[src/rtl/reg_file_ab_pkg.sv]
// Shared CPU constants: architectural register indices and the stack pointer
// reset value, common to the register file and the register-destination mux.
package reg_file_ab_pkg;

  localparam int REG_ZERO = 0;
  localparam int REG_SP   = 29;
  localparam int REG_RA   = 31;

  localparam int unsigned SP_RESET_DEFAULT = 227;

endpackage

[src/rtl/reg_file_ab_reg_load.sv]
// Load-enable register with asynchronous active-low clear; holds the A or B
// operand captured from the register file.
module reg_load #(
  parameter int DATA_W = 32
) (
  input  logic              clk,
  input  logic              reset,
  input  logic              load,
  input  logic [DATA_W-1:0] d,
  output logic [DATA_W-1:0] q
);

  // NOTE: sequential state uses non-blocking assignments so every flop samples
  // pre-edge values regardless of process ordering.
  always_ff @(posedge clk or negedge reset) begin
    if (!reset) begin
      q <= '0;
    end else if (load) begin
      q <= d;
    end
  end

endmodule

[src/rtl/reg_file_ab.sv]
// 32-entry register file with two combinational read ports, one write port and
// registered A/B operand outputs that see a same-edge write (write-first).
module reg_file_ab
  import reg_file_ab_pkg::*;
#(
  parameter int          DATA_W   = 32,
  parameter int          ADDR_W   = 5,
  parameter int unsigned SP_RESET = SP_RESET_DEFAULT
) (
  input  logic              clk,
  input  logic              reset,
  input  logic              reg_write,
  input  logic [ADDR_W-1:0] write_reg,
  input  logic [DATA_W-1:0] write_data,
  input  logic [ADDR_W-1:0] read_reg1,
  input  logic [ADDR_W-1:0] read_reg2,
  input  logic              load_ab,
  output logic [DATA_W-1:0] read_data1,
  output logic [DATA_W-1:0] read_data2,
  output logic [DATA_W-1:0] a_out,
  output logic [DATA_W-1:0] b_out
);

  localparam int NREGS = 2 ** ADDR_W;

  logic [DATA_W-1:0] regs [NREGS];
  logic              wr_en;
  logic [DATA_W-1:0] a_next;
  logic [DATA_W-1:0] b_next;

  assign wr_en = reg_write && (write_reg != ADDR_W'(REG_ZERO));

  // NOTE: the array is reset explicitly because $sp must come up at SP_RESET;
  // this keeps it in flops rather than a RAM macro, which is intended here.
  always_ff @(posedge clk or negedge reset) begin
    if (!reset) begin
      for (int i = 0; i < NREGS; i++) begin
        regs[i] <= (i == REG_SP) ? DATA_W'(SP_RESET) : '0;
      end
    end else if (wr_en) begin
      regs[write_reg] <= write_data;
    end
  end

  // Read ports show pre-edge contents; r0 is forced to zero on read as well.
  assign read_data1 = (read_reg1 == ADDR_W'(REG_ZERO)) ? '0 : regs[read_reg1];
  assign read_data2 = (read_reg2 == ADDR_W'(REG_ZERO)) ? '0 : regs[read_reg2];

  // Operand capture forwards a same-edge write; a match on r0 falls through
  // to the read path, which already yields zero.
  // NOTE: each comb output gets a default first so no latch can be inferred.
  always_comb begin
    a_next = read_data1;
    b_next = read_data2;
    if (wr_en && (write_reg == read_reg1)) a_next = write_data;
    if (wr_en && (write_reg == read_reg2)) b_next = write_data;
  end

  reg_load #(.DATA_W(DATA_W)) u_a (
    .clk   (clk),
    .reset (reset),
    .load  (load_ab),
    .d     (a_next),
    .q     (a_out)
  );

  reg_load #(.DATA_W(DATA_W)) u_b (
    .clk   (clk),
    .reset (reset),
    .load  (load_ab),
    .d     (b_next),
    .q     (b_out)
  );

endmodule

[config.mk]
export PLATFORM = sky130hd
export DESIGN_NAME = reg_file_ab
export DESIGN_NICKNAME = d
export VERILOG_FILES = /design/src/rtl/reg_file_ab_pkg.sv /design/src/rtl/reg_file_ab_reg_load.sv /design/src/rtl/reg_file_ab.sv
export SDC_FILE = /design/constraint.sdc
export NUM_CORES = 2
export LEC_CHECK = 0
export CAP_MARGIN = 20
export CORE_UTILIZATION = 50
export DETAILED_ROUTE_END_ITERATION = 12
export PLACE_DENSITY = 0.7
export SLEW_MARGIN = 20
export SYNTH_ARGS = -nofsm -noshare
export SYNTH_HDL_FRONTEND = slang
export SYNTH_SLANG_ARGS = --single-unit
[constraint.sdc]
create_clock -name clk -period 2.7 [get_ports clk]
set_clock_uncertainty 0.2 [all_clocks]
set_input_delay 0.54 -clock clk [delete_from_list [all_inputs] [get_ports clk]]
set_output_delay 0.54 -clock clk [all_outputs]
set_load 0.1 [all_outputs]
==> metrics.md <==
| Metric | Value |
|---|---|
| Drc violations | `0` |
| Via count | `46700` |
| Synth Cell Area | `0.0587 mm²` |
| Min cycle time layout | `3.37 ns` |
| Worst vdd ir | `0.637 mV` |
| Core ar. | `0.116 mm²` |
| Failing checks | `negative setup slack` |
| All-Layer GR Usage | `36.8%` |
| Fmax | `296 MHz` |
| WL final | `224000 µm` |
| Headroom to the max-slew limit | `45.3%` |
| Pin slew with the least headroom to its limit | `0.820 ns` |
| Combinational power share | `27.2%` |
| Top area cells in the synthesized netlist | `dfrtp_1 46%, mux2_2 19%, mux2i_1 16%` |
| Num CTS Buffers | `117` |
| Clock Tree Root | `clkbuf_16` |
| Top-area cell type share of the netlist area | `46.2%` |
| GRT overflow | `0` |
| Outcome | `complete, but fails checks` |
| Post-DRT Antenna Nets | `0` |
| Die span in y | `345 µm` |
| Yosys cell types | `44` |
| Register bit total from synthesis | `1088` |
| DIE AREA | `0.119 mm²` |
| Clock sink count | `1088` |
| Crit Path Category | `in -> out` |
| Port Buffer Count | `178` |
| Reg2Reg Setup Slack | `0.62 ns` |
| Worst min path class | `in -> reg` |
| Cell Pwr Density | `700 mW/mm²` |
| Leakage | `35.4 nW` |
| Antenna violations before repair | `8` |
| FF+latch area | `0.0272 mm²` |
| Seq pwr share | `40.6%` |
| IO Pins | `179` |
| Multi-input gate area | `0.0314 mm²` |
| Total nets after synthesis | `4723` |
| Routability cong. | `0.914` |
| Final WS setup | `-0.673 ns` |
| Required time of the critical path | `1.96 ns` |
| Layout cells sized above 1 | `49.3%` |
| Dpl hpwl | `133000 µm` |
| H-tree levels | `3` |
| Sequential fraction of the synthesis area | `46.4%` |
| Die Wd | `345 µm` |
| Area leader, netlist | `dfrtp_1` |
| Final setup fails | `64` |
| Power, Total | `54.1 mW` |
| Vias in the first global route | `46100` |
| Setup tns final | `-34.87 ns` |
| Crit path launch type | `input port` |
| Max cap viols | `0` |
| Clock Path Buffers | `3` |
| Clock network fraction of total power | `32.2%` |
| Sw power | `17.4 mW` |
| Clock Pin Slew Worst Setup and Hold Paths | `0.07 ns` |
| Register-to-Register Path Depth | `5` |
| Syn_area_per_cell | `12.6 µm²` |
| Most used flip-flop cell after synthesis | `dfrtp_1` |
| Final hold violations | `0` |
| Async set or reset register ratio after synthesis | `100%` |
| YS warnings | `0` |
| Fin crit share | `125%` |
| CTS tree | `done` |
| RSZ-0062 raised after global routing | `true` |
| Via density | `6.81` |
| Synth Instances | `4672` |
| Hold depth | `3` |
| EDFF count, synth | `0` |
| Initial DRC count | `5750` |
| Largest net degree at the start of global routing | `102` |
| Final hold slack | `0.116 ns` |
| # fillers | `8060` |
| Clk Latency, worst-skew pair | `0.74 ns` |
| First-pass GRT wire length | `319000 µm` |
| Area Overhead vs Synth | `31.6%` |
| Drt pass-1 iters | `8` |
| CP arrival | `2.63 ns` |
| Nets | `5292` |
| Final Max Slew Viols | `0` |
| Sw Ratio | `32.2%` |
| FP Rows | `125` |
| Worst-path maximum fanout | `8` |
| Initial Utilization | `50.5%` |
| Routed wire per std cell | `32.7 µm` |
| Pint | `36.7 mW` |
| Crit end category | `output pin` |
worst paths after layout:
kind | start | to
min reg2reg | regs[993] | regs[993]
max in group asynchronous | reset | u_b.q[12]
max | read_reg1[2] | read_data1[28]
min | load_ab | u_a.q[0]
min in group asynchronous | reset | regs[518]
max reg2reg | regs[956] | u_a.q[28]
kinds of logic (layout without fill, tap and decap cells):
family / Yosys count / in the layout / synth area share, %
flip-flops: 1088 / 1088 / 46.4
other: 0 / 2 / 0
AO/OA/AOI/OAI: 802 / 802 / 9.44
multiplexers: 1966 / 1966 / 36.7
AND/OR/NAND/NOR: 286 / 290 / 2.92
XOR/XNOR: 10 / 10 / 0.149
buffers and inverters: 520 / 1179 / 4.41
final cells by class:
| cell class | count | area share, % |
|---|---|---|
| antenna | 2 | 0.00648 |
| clock buffer | 158 | 4.35 |
| clock inverter | 55 | 0.999 |
| inverter | 18 | 0.0874 |
| multi-input combinational | 3068 | 40.6 |
| sequential | 1088 | 35.2 |
| tap | 1524 | 2.47 |
| timing repair buffer | 948 | 16.3 |
synth_stat cells, types with 2 or more instances:
library cell / number
mux4_2: 50
and3_1: 2
or4_4: 18
mux2_2: 992
or4_1: 19
and2_1: 15
buf_6: 22
o21ai_1: 19
a31oi_1: 19
a21oi_1: 231
inv_1: 18
or3b_2: 3
nor4_2: 2
clkbuf_1: 264
a221o_1: 26
or2_2: 2
o221ai_2: 18
nand3b_1: 4
nand3_1: 22
xnor2_1: 10
nor2_1: 58
a22oi_1: 462
nand2_1: 21
buf_12: 9
mux2i_1: 924
nor4_1: 27
nand2b_1: 4
buf_2: 80
o22ai_1: 25
dfrtp_1: 1083
nor2b_1: 77
buf_1: 69
dfstp_2: 5
buf_4: 56
nor3_1: 2
nor3b_1: 6
repair_timing:
action / 4_1_cts / 5_1_grt
cloned: 41 / 16
setup buffers: 98 / 79
endpoints found under the setup margin: 77 / 64
gates resized for setup: 394 / 190
hold buffers: 1 / 0
pin swaps: 221 / 192
hold endpoints to repair: 150 / 0
power by group through the flow:
stage | clock network, mW | registers [mW] | logic (mW)
global route | 18.1 | 22.2 | 15.4
CTS | 17.5 | 21.8 | 14.0
detailed placement | 0 | 22.0 | 13.0
global placement | 0 | 21.8 | 12.7
floorplan | 0 | 22.3 | 8.10
finish | 17.4 | 22.0 | 14.7
routing by layer:
metal / vias to the layer above / track usage, % / wire length, µm
li1: 18700 / - / -
met1: 24200 / 51.4 / 88400
met2: 3022 / 52.5 / 95100
met3: 752 / 10.5 / 28000
met4: 12 / 17.4 / 12500
met5: - / 0 / 73
cell usage in the layout, fill, tap and decap left out, types with 22 or more instances in the layout:
| master | n |
|---|---|
| buf_16 | 50 |
| nor2b_1 | 46 |
| buf_8 | 24 |
| mux2_2 | 992 |
| clkinv_2 | 23 |
| nand3_1 | 22 |
| buf_4 | 449 |
| nor2_4 | 55 |
| a21oi_2 | 89 |
| buf_12 | 285 |
| a221o_1 | 26 |
| clkdlybuf4s50_1 | 38 |
| mux4_2 | 50 |
| a22oi_2 | 141 |
| clkbuf_16 | 134 |
| nor2b_4 | 32 |
| buf_6 | 81 |
| clkbuf_8 | 24 |
| dfrtp_1 | 1083 |
| a22oi_1 | 321 |
| or4_4 | 37 |
| mux2i_1 | 901 |
| a21oi_1 | 142 |
state kept, by name, summed over array words and instances (netlist names):
register and count:
regs 1024, u_b.q 32, u_a.q 32
worst max-delay path, stage by stage:
cell     delay, ns
buf_12        0.12
buf_12        0.14
and2_4        0.29
buf_6         0.19
buf_6         0.12
a22oi_2       0.18
a21oi_2       0.10
nor4_4        0.39
buf_4         0.18
nor2b_4       0.17
buf_12        0.18
through the flow:
step	utilization (%)	area (µm²)	std cells	setup WS (ns)
CTS	65.0	75600	6772	-0.608
floorplan	-	59700	4672	-0.533
detailed placement	58.4	67900	6420	-1.36
global route	66.4	77300	6859	-0.680
finish	66.4	77300	6861	-0.673
global placement	58.4	67900	6420	-1.36
No activity file was read; power rests on OpenSTA's default activity.
